$ cat src/rtl/top.sv
// ---------------------------------------------------------------------------
// top -- eight-channel PWM duty meter with 8-digit seven-segment readout.
//
// Each channel is sampled once per sample tick (every SAMPLE_DIV clocks).
// Every 100 ticks the per-channel high count is latched as duty[ch]
// (0..100 %). The displayed channel sel advances after HOLD_WINDOWS
// completed windows. Digit 7 shows sel, and digits 2..0 show duty[sel]
// with leading zeros blanked.
//
// Ports:
//   CLK100MHZ       in   1   sole clock, rising edge
//   reset           in   1   asynchronous, active-high
//   pwm_in          in   8   PWM channels, asynchronous to the clock
//   SegmentDrivers  out  8   digit anodes, active-low, bit 0 = rightmost
//   SevenSegment    out  8   cathodes, active-low, {dp,g,f,e,d,c,b,a}
//   LED             out  16  [7:0] synchronized levels, [15:8] one-hot sel
//
// Build option:
//   TOP_INPUT_SYNC_EN  defined   -> 2-flop input synchronizer (2-clock latency)
//                      undefined -> single input register (1-clock latency)
// ---------------------------------------------------------------------------
module top #(
   parameter int SAMPLE_DIV   = 1000,
   parameter int SCAN_DIV     = 100000,
   parameter int HOLD_WINDOWS = 1000
) (
   input  logic        CLK100MHZ,
   input  logic        reset,
   input  logic [7:0]  pwm_in,
   output logic [7:0]  SegmentDrivers,
   output logic [7:0]  SevenSegment,
   output logic [15:0] LED
);

   localparam int SW = $clog2(SAMPLE_DIV + 1);
   localparam int CW = $clog2(SCAN_DIV + 1);
   localparam int HW = $clog2(HOLD_WINDOWS + 1);
   localparam logic [SW-1:0] S_LAST = SW'(SAMPLE_DIV - 1);
   localparam logic [CW-1:0] C_LAST = CW'(SCAN_DIV - 1);
   localparam logic [HW-1:0] H_LAST = HW'(HOLD_WINDOWS - 1);

   // ---------------- input capture ----------------
   logic [7:0] sync_q;
`ifdef TOP_INPUT_SYNC_EN
   logic [7:0] meta_q;
   always_ff @(posedge CLK100MHZ or posedge reset) begin
      if (reset) begin
         meta_q <= '0;
         sync_q <= '0;
      end else begin
         meta_q <= pwm_in;
         sync_q <= meta_q;
      end
   end
`else
   always_ff @(posedge CLK100MHZ or posedge reset) begin
      if (reset) sync_q <= '0;
      else       sync_q <= pwm_in;
   end
`endif

   // ---------------- sample tick ----------------
   logic [SW-1:0] sdiv;
   logic          tick;
   assign tick = (sdiv == S_LAST);

   always_ff @(posedge CLK100MHZ or posedge reset) begin
      if (reset)     sdiv <= '0;
      else if (tick) sdiv <= '0;
      else           sdiv <= sdiv + SW'(1);
   end

   // ---------------- duty measurement ----------------
   logic [6:0]      tcnt;
   logic [7:0][6:0] acc;
   logic [7:0][6:0] duty;
   logic [HW-1:0]   wcnt;
   logic [2:0]      sel, sel_nxt;
   logic            win_end, adv;

   assign win_end = tick && (tcnt == 7'd99);
   assign adv     = win_end && (wcnt == H_LAST);
   assign sel_nxt = adv ? sel + 3'd1 : sel;

   always_ff @(posedge CLK100MHZ or posedge reset) begin
      if (reset) begin
         tcnt <= '0;
         acc  <= '0;
         duty <= '0;
         wcnt <= '0;
         sel  <= '0;
      end else begin
         if (tick) begin
            tcnt <= win_end ? 7'd0 : tcnt + 7'd1;
            for (int ch = 0; ch < 8; ch++) begin
               // The closing tick's own sample belongs to the finished window.
               if (win_end) begin
                  duty[ch] <= acc[ch] + {6'b0, sync_q[ch]};
                  acc[ch]  <= '0;
               end else begin
                  acc[ch]  <= acc[ch] + {6'b0, sync_q[ch]};
               end
            end
         end
         if (win_end) wcnt <= adv ? '0 : wcnt + HW'(1);
         sel <= sel_nxt;
      end
   end

   // ---------------- digit scan ----------------
   logic [CW-1:0] scnt;
   logic [2:0]    dig;

   always_ff @(posedge CLK100MHZ or posedge reset) begin
      if (reset) begin
         scnt <= '0;
         dig  <= '0;
      end else if (scnt == C_LAST) begin
         scnt <= '0;
         dig  <= dig + 3'd1;
      end else begin
         scnt <= scnt + CW'(1);
      end
   end

   // ---------------- digit contents ----------------
   function automatic logic [7:0] seg7(input logic [3:0] d);
      case (d)
         4'd0:    seg7 = 8'hC0;
         4'd1:    seg7 = 8'hF9;
         4'd2:    seg7 = 8'hA4;
         4'd3:    seg7 = 8'hB0;
         4'd4:    seg7 = 8'h99;
         4'd5:    seg7 = 8'h92;
         4'd6:    seg7 = 8'h82;
         4'd7:    seg7 = 8'hF8;
         4'd8:    seg7 = 8'h80;
         4'd9:    seg7 = 8'h90;
         default: seg7 = 8'hFF;
      endcase
   endfunction

   logic [6:0] dsel, tens_w, units_w;
   logic       hund;
   logic [7:0] seg_nxt;

   assign dsel    = duty[sel];
   assign hund    = (dsel >= 7'd100);
   assign tens_w  = (dsel % 7'd100) / 7'd10;
   assign units_w = dsel % 7'd10;

   always_comb begin
      seg_nxt = 8'hFF;
      case (dig)
         3'd0: seg_nxt = seg7(units_w[3:0]);
         3'd1: if (hund || tens_w != 7'd0) seg_nxt = seg7(tens_w[3:0]);
         3'd2: if (hund) seg_nxt = seg7(4'd1);
         3'd7: seg_nxt = seg7({1'b0, sel});
         default: seg_nxt = 8'hFF;
      endcase
   end

   // ---------------- registered outputs ----------------
   logic [7:0] led_sel;

   always_ff @(posedge CLK100MHZ or posedge reset) begin
      if (reset) begin
         SegmentDrivers <= 8'hFF;
         SevenSegment   <= 8'hFF;
         led_sel        <= '0;
      end else begin
         SegmentDrivers <= ~(8'b1 << dig);
         SevenSegment   <= seg_nxt;
         // Track sel's next value so the one-hot moves on the advance edge.
         led_sel        <= 8'b1 << sel_nxt;
      end
   end

   // Both halves come straight from flops.
   assign LED = {led_sel, sync_q};

endmodule

$ cat config.mk
export PLATFORM = sky130hd
export DESIGN_NAME = top
export DESIGN_NICKNAME = d
export VERILOG_FILES = /design/src/rtl/top.sv
export SDC_FILE = /design/constraint.sdc
export NUM_CORES = 1
export LEC_CHECK = 0
export ABC_AREA = 1
export CORE_AREA = 3 3 150 152
export CTS_BUF_LIST = sky130_fd_sc_hd__clkbuf_4 sky130_fd_sc_hd__clkbuf_8
export DETAILED_ROUTE_END_ITERATION = 10
export DIE_AREA = 0 0 153 155
export PLACE_DENSITY = 0.73
export SLEW_MARGIN = 20
export SYNTH_ARGS = -nofsm -noshare
export SYNTH_HDL_FRONTEND = slang
export SYNTH_SLANG_ARGS = --single-unit
export TNS_END_PERCENT = 50
$ cat constraint.sdc
create_clock -name CLK100MHZ -period 8.2 [get_ports CLK100MHZ]
set_input_delay 0.82 -clock CLK100MHZ [delete_from_list [all_inputs] [get_ports CLK100MHZ]]
set_output_delay 0.82 -clock CLK100MHZ [all_outputs]
set_load 0.05 [all_outputs]
==> impl_results.md, run 1 <==
- Worst-Margin Slew: 1.00 ns
- Hold-fix buffers at CTS: 0
- TritonRoute pass-1 iters: 5
- Fin Setup TNS: 0 ns
- Initial DRC Count: 603
- Core Area: 21200 µm²
- Count of cells resized by post-cts repair: 0
- Filler cell count: about 2.0k
- DIE AREA: 23700 µm²
- Synthesized flop and latch total: 193
- Finished Layout Cells: 1631
- Largest stage delay, worst path: between 1 and 1.5 ns
- Largest net degree at the start of global routing: 139
- Worst setup SP type: flip-flop
- Die height: 155 µm
- Post-DP HPWL: ~15000 µm
- Crit path max-delay family: simple AND/OR/NAND/NOR gates
- Synthesized cell area: ~11000 µm²
- Clock buffer count from CTS: 17
- Crit path buf inv count: 6
- Setup violators final: 0
- GRT busiest layer: met2
- Post-DR vias/cell: 5.09
- Worst setup EP type: flip-flop
- MaxCap Viol Count: 0
- Total congestion overflow: 0
- Buffers on Ports: 40
- Syn_nets: 1374
- Clk Latency, worst-skew pair: 0.49 ns
- Reg-to-reg setup timing slack: 2.66 ns
- Worst Slack Setup Final: between 2 and 3 ns
- Psw: 0.436 mW
- Row cnt: 53
- Final hold slack: between 0.4 and 0.5 ns
- Clk slew on worst S/H paths: 0.11 ns
- Met3 Usage GRT: 2.92%
- Worst Hold End: tcnt[6]
- Critical hold path startpoint: tcnt[6]
- P_int: 1.20 mW
- Met2 usage: between 30% and 40%
- Wire per inst: ~13 µm
- Part of the cycle the worst path needs: between 60% and 70%
- Most frequent cells in the layout: nand2_1 (296), inv_1 (223), dfrtp_1 (178)
- Synth Instances: 1316
- Cells after DPL: 1599
- Area delta synth->final: 9.66%
- Worst setup path category: flip-flop to flip-flop
- Min cycle time layout: 5.54 ns
- Clock Tree Root: clkbuf_8
- Sequential share of power: 58.4%
- Reg2reg end: SevenSegment[3]
- Async SR Flop Fraction: 100%
- ANT cells: 0
- CTS sink count: 193
- Initial antenna violation count: 0
- Worst-path fanout max: 32
- Fin area: 11500 µm²
- RR Startpoint: sel[0]
- Hold path depth: 1
- CP Data Arrival Time: 5.97 ns
- Clock Skew: 0.0232 ns
- CP max stage cell: dfrtp_1
- Pwr dens: approximately 140 nW/µm²
- Htree depth: 4
- Die width: 153 µm
- Share of layout cells above drive strength 1: under 10%
- Post-synth top flop: dfrtp_1
- GRT Total Usage: 18.5%
- Crit. path cell count: 36
- First-pass GRT wire length: 37200 µm
- Synth unique cells: 48
- Total power: 1.64 mW
- Outcome: finished clean
- Worst Path Required: 8.62 ns
- TritonCTS clock tree: done
- Post-layout nets: roughly 1.4k
- Worst vdd ir: 96.5 µV
- Clk buf depth: 2
- Combinational share of power: 2.3%
- DP Area: ~11000 µm²
- Syn Area/Cell: approximately 8.0 µm²
- Post-synthesis sequential area ratio: 46.1%
- Vias in the first global route: 8175
- Vias: just over 8k
- Final Max Slew Viols: 0
- Final ANT Viol Nets: 0
- Leak: 5.54 nW
- Gpl congestion: 0.911
- Starting Density: 49.7%
- YS warnings: 0
- Setup Buffers After CTS: 0
- I/O Pins: 42
- Final Hold Vio Count: 0
- Met1 usage: 24.7%
- CP dominant cell by count: nand2_1
- Slew HR: 33.2%
- Switching part of the total: 26.7%
- Commonest non-fill, non-tap cell in the layout: nand2_1
- Pre-CTS setup slack: 2.77 ns
- Residual DRC: 0
- RSZ-0062 raised after global routing: no
- Clock power frac: 39.3%
- Final core utilization: 54.5%
- Hold/Removal Path Class: flip-flop to flip-flop
- R2r worst-path depth: 36
- WL final: about 21000 µm
- Fmax: 180 MHz
- Number of flops mapped to enable cells by yosys: 0
routing by layer:
layer  vias to the layer above  part of all wire (%)  wire, µm
li1                       4219                     -         -
met1                      3922                    49     10300
met2                       125                    47      9860
met3                        29                   2.8       589
met4                         0                   1.7       351
met5                         -                     0         0
power by group through the flow:
| stage | registers [mW] | logic (mW) | clock network, mW |
|---|---|---|---|
| final | 0.955 | 0.0370 | 0.643 |
| after floorplan | 0.980 | 0.0167 | 0 |
| after global routing | 0.956 | 0.0422 | 0.697 |
| after global placement | 0.973 | 0.0387 | 0 |
| after CTS | 0.955 | 0.0391 | 0.659 |
| after detailed placement | 0.973 | 0.0390 | 0 |
synthesized netlist by cell type, types with 7 or more instances:
| library cell | count | share of area, % |
|---|---|---|
| nand3_1 | 94 | 4.5 |
| o21ai_0 | 113 | 5.4 |
| a21oi_1 | 36 | 1.7 |
| nand2_2 | 19 | 1.1 |
| dfstp_2 | 15 | 3.7 |
| ha_1 | 48 | 5.7 |
| dfrtp_1 | 178 | 42 |
| nor2_1 | 79 | 2.8 |
| clkbuf_1 | 26 | 0.93 |
| nand2_4 | 7 | 0.75 |
| nor4_1 | 9 | 0.54 |
| xor2_1 | 40 | 3.3 |
| inv_1 | 224 | 8.0 |
| o22ai_1 | 26 | 1.5 |
| nand2_1 | 296 | 11 |
| xnor2_1 | 8 | 0.67 |
| inv_2 | 9 | 0.32 |
| nand4_1 | 9 | 0.54 |
| nor3_1 | 27 | 1.3 |
worst max path at each step:
stage	from	endpoint	slack, ns
after detailed placement	sel[0]	SevenSegment[3]	2.77
after CTS	sel[0]	SevenSegment[3]	2.70
after global placement	sel[0]	SevenSegment[3]	3.07
final	sel[0]	SevenSegment[3]	2.66
after floorplan	reset	acc[0]	2.15
after global routing	sel[0]	SevenSegment[3]	2.05
layout make-up:
type	instances	area, µm²	share of cell area (%)
clock buffers	17	234	2.03
well taps	275	344	2.98
clock inverters	15	178	1.54
multi-input cells	853	4610	40.0
inverters	233	882	7.64
flip-flops and latches	193	4850	42.0
repair buffers	45	438	3.80
logic make-up (layout without fill, tap and decap cells):
group	count (synthesis)	in the layout	synth area share [%]
other	1	1	0.0356
xor gates and xnor gates	48	48	4.00
buffers and inverters	270	310	10.1
and+or+nand+nor	561	561	23.9
adders and majority gates	48	48	5.71
DFF	193	193	46.1
AOI/OAI and AO/OA	195	195	10.2
sequential cells by signal (all words and copies together), names as in the netlist:
| signal | flops |
|---|---|
| acc | 56 |
| SegmentDrivers | 8 |
| led_sel | 8 |
| scnt | 17 |
| sel | 3 |
| dig | 3 |
| SevenSegment | 7 |
| sync_q | 8 |
| tcnt | 7 |
| duty | 56 |
| wcnt | 10 |
| sdiv | 10 |
worst reg2reg max path, delay by kind of cell, from the launching register on:
kind / cells / cell delay (ns)
compound gates: 1 / 0.18
flops: 1 / 1.02
buf+inv: 6 / 0.94
simple gates: 25 / 2.52
fa+ha+maj: 4 / 0.86
(Power assumes the default switching activity.)
==> run 2, diff against run 1 <==
--- a/config.mk
+++ b/config.mk
@@ -10,7 +10,7 @@
 export CTS_BUF_LIST = sky130_fd_sc_hd__clkbuf_4 sky130_fd_sc_hd__clkbuf_8
 export DETAILED_ROUTE_END_ITERATION = 10
 export DIE_AREA = 0 0 153 155
-export PLACE_DENSITY = 0.73
+export PLACE_DENSITY = 0.76
 export SLEW_MARGIN = 20
 export SYNTH_ARGS = -nofsm -noshare
 export SYNTH_HDL_FRONTEND = slang
==> constraint.sdc (replaced) <==
create_clock -name CLK100MHZ -period 5 [get_ports CLK100MHZ]
set_input_delay 0.5 -clock CLK100MHZ [delete_from_list [all_inputs] [get_ports CLK100MHZ]]
set_output_delay 0.5 -clock CLK100MHZ [all_outputs]
set_load 0.05 [all_outputs]
==> run 2 against run 1 <==
  * Clock power is 66% higher
  * Maximum frequency is 25% higher
  * Wire length up 0.74%
  * Critical path depth fell by 1
  * Sequential share of layout area fell by 0.29 points
  * First-iteration DRC count down 11%
  * Count of clock-buffer cells in the layout unchanged
  * Combinational power is 72% higher
  * Clock skew decreased by 0.0059 ns
  * Final cell count grew 0.25%
  * Non-clock buffer count up 4
  * Critical endpoint unchanged
  * Worst setup slack got worse by 2.1 ns
  * Critical path type unchanged
  * Largest cell class unchanged
==> impl_results.md, run 2 (synthesized netlist as in run 1, its figures left out) <==
- Clock Tree Root: clkbuf_8 (unchanged)
- Clk buf depth: 2 (unchanged)
- Outcome: finished clean (unchanged)
- Fmax: 226 MHz (was 180 MHz)
- Pwr dens: 232 nW/µm² (was 142 nW/µm²)
- Worst setup path category: flip-flop to flip-flop (unchanged)
- Worst-Margin Slew: 0.948 ns (was 1.00 ns)
- Vias in the first global route: 8132 (was 8175)
- Most frequent cells in the layout: nand2_1 (296), inv_1 (222), dfrtp_1 (177) (was nand2_1 (296), inv_1 (223), dfrtp_1 (178))
- Htree depth: 4 (unchanged)
- Wire per inst: 13.0 µm (was 12.9 µm)
- Starting Density: 49.7% (unchanged)
- Worst vdd ir: 155 µV (was 96.5 µV)
- Clk slew on worst S/H paths: 0.11 ns (about the same)
- Row cnt: 53 (unchanged)
- Hold/Removal Path Class: input port to asynchronous set/reset pin (was flip-flop to flip-flop)
- Post-DP HPWL: 14800 µm (about the same)
- Die width: 153 µm (unchanged)
- Initial DRC Count: 534 (was 603)
- Vias: 8318 (was 8295)
- Final Max Slew Viols: 0 (unchanged)
- Filler cell count: 1889 (was 1968)
- Slew HR: 36.8% (was 33.2%)
- Min cycle time layout: 4.42 ns (was 5.54 ns)
- Initial antenna violation count: 0 (unchanged)
- Setup Buffers After CTS: 0 (unchanged)
- Crit path buf inv count: 5 (was 6)
- Core Area: 21200 µm² (unchanged)
- Worst Path Required: 5.42 ns (was 8.62 ns)
- Residual DRC: 0 (unchanged)
- I/O Pins: 42 (unchanged)
- Biggest regs: acc: 56 flops, duty: 56 flops, scnt: 17 flops (unchanged)
- GRT Total Usage: 18.6% (was 18.5%)
- Gpl congestion: 0.878 (was 0.911)
- DIE AREA: 23700 µm² (unchanged)
- Worst-path fanout max: 23 (was 32)
- Final ANT Viol Nets: 0 (unchanged)
- Fin area: 11600 µm² (was 11500 µm²)
- MaxCap Viol Count: 0 (unchanged)
- Worst setup EP type: flip-flop (unchanged)
- Worst setup SP type: flip-flop (unchanged)
- Clk Latency, worst-skew pair: 0.48 ns (was 0.49 ns)
- Pre-CTS setup slack: 0.520 ns (was 2.77 ns)
- Largest net degree at the start of global routing: 191 (was 139)
- TritonRoute pass-1 iters: 5 (unchanged)
- Worst Slack Setup Final: 0.579 ns (was 2.66 ns)
- CP max stage cell: dfrtp_2 (was dfrtp_1)
- Commonest non-fill, non-tap cell in the layout: nand2_1 (unchanged)
- Fin Setup TNS: 0 ns (unchanged)
- Final Hold Vio Count: 0 (unchanged)
- Buffers on Ports: 40 (unchanged)
- Final hold slack: 0.256 ns (was 0.461 ns)
- Die height: 155 µm (unchanged)
- Clock Skew: 0.0173 ns (was 0.0232 ns)
- Total congestion overflow: 0 (unchanged)
- Part of the cycle the worst path needs: 88.4% (was 67.6%)
- RSZ-0062 raised after global routing: no (unchanged)
- Setup violators final: 0 (unchanged)
- Clock buffer count from CTS: 17 (unchanged)
- CTS sink count: 193 (unchanged)
- DP Area: 11200 µm² (was 11100 µm²)
- Area delta synth->final: 10.5% (was 9.66%)
- Cells after DPL: 1602 (was 1599)
- Crit path max-delay family: simple AND/OR/NAND/NOR gates (unchanged)
- CP dominant cell by count: nand2_1 (unchanged)
- WL final: 21200 µm (was 21100 µm)
- Total power: 2.70 mW (was 1.64 mW)
- Largest stage delay, worst path: 0.45 ns (was 1.02 ns)
- CP Data Arrival Time: 4.84 ns (was 5.97 ns)
- Final core utilization: 54.9% (was 54.5%)
- Leak: 5.57 nW (was 5.54 nW)
- Post-layout nets: 1405 (was 1401)
- First-pass GRT wire length: 37300 µm (was 37200 µm)
- ANT cells: 0 (unchanged)
- TritonCTS clock tree: done (unchanged)
- Finished Layout Cells: 1635 (was 1631)
- Share of layout cells above drive strength 1: 8.31% (was 7.89%)
- Post-DR vias/cell: 5.09 (about the same)
==> run 2: cell count changes in the layout (fill, tap and decap cells not counted), sizes merged <==
cell,change
buf,+4
inv,-2
bufinv,+1
clkinvlp,+1
==> run 2: cell type report <==
| cell class | instances | area [µm²] | share of cell area (%) |
|---|---|---|---|
| clock inverter | 15 | 179 | 1.54 |
| tap | 275 | 344 | 2.96 |
| sequential | 193 | 4850 | 41.7 |
| inverter | 233 | 888 | 7.64 |
| multi-input combinational | 853 | 4610 | 39.7 |
| clock buffer | 17 | 234 | 2.01 |
| timing repair buffer | 49 | 513 | 4.41 |
==> run 2: power by group <==
| part | total (mW) | switching, mW | internal [mW] |
|---|---|---|---|
| Sequential | 1.57 | 0.00264 | 1.56 |
| Clock | 1.07 | 0.639 | 0.427 |
| Combinational | 0.0636 | 0.0470 | 0.0166 |
| Total | 2.70 | 0.689 | 2.01 |
==> run 2: routing by layer <==
metal	up-vias	GRT usage (%)	part of all wire, %
met3	20	3.45	2.8
met1	3955	25.0	48
met2	123	31.6	48
met5	-	0	0
li1	4220	-	-
met4	0	4.37	1.1
==> run 2: worst register-to-register path, delay by kind of cell (launching register included) <==
kind / cells / cell delay [ns]
flip-flops: 1 / 0.45
buffers and inverters: 5 / 0.54
AND/OR/NAND/NOR: 25 / 2.40
adder cells (fa/ha/maj): 4 / 0.89
AO/OA/AOI/OAI: 1 / 0.08
==> run 2: what timing repair did <==
| action | 4_1_cts | 5_1_grt |
|---|---|---|
| hold buffers | 0 | 0 |
| setup endpoints to repair | 0 | 7 |
| endpoints found under the hold margin | 0 | 0 |
| resized for setup | 0 | 11 |
==> run 2: path summary, 6_finish.rpt <==
kind / end / start / depth (start not counted) / slack (ns)
hold / removal: sync_q[0] / reset / 2 / 0.26
setup / recovery: SevenSegment[3] / sel[0] / 35 / 0.58
hold reg to reg: tcnt[6] / tcnt[6] / 1 / 0.47
max in group asynchronous: sel[0] / reset / 4 / 3.56
min in group CLK100MHZ: sync_q[0] / pwm_in[0] / 1 / 0.45
setup reg to reg: SevenSegment[3] / sel[0] / 35 / 0.58
==> run 3, diff against run 2 <==
--- a/config.mk
+++ b/config.mk
@@ -15,4 +15,4 @@
 export SYNTH_ARGS = -nofsm -noshare
 export SYNTH_HDL_FRONTEND = slang
 export SYNTH_SLANG_ARGS = --single-unit
-export TNS_END_PERCENT = 50
+export TNS_END_PERCENT = 1
==> results of run 3 <==
The final DEF is identical to that of run 2; final timing and power are the same.
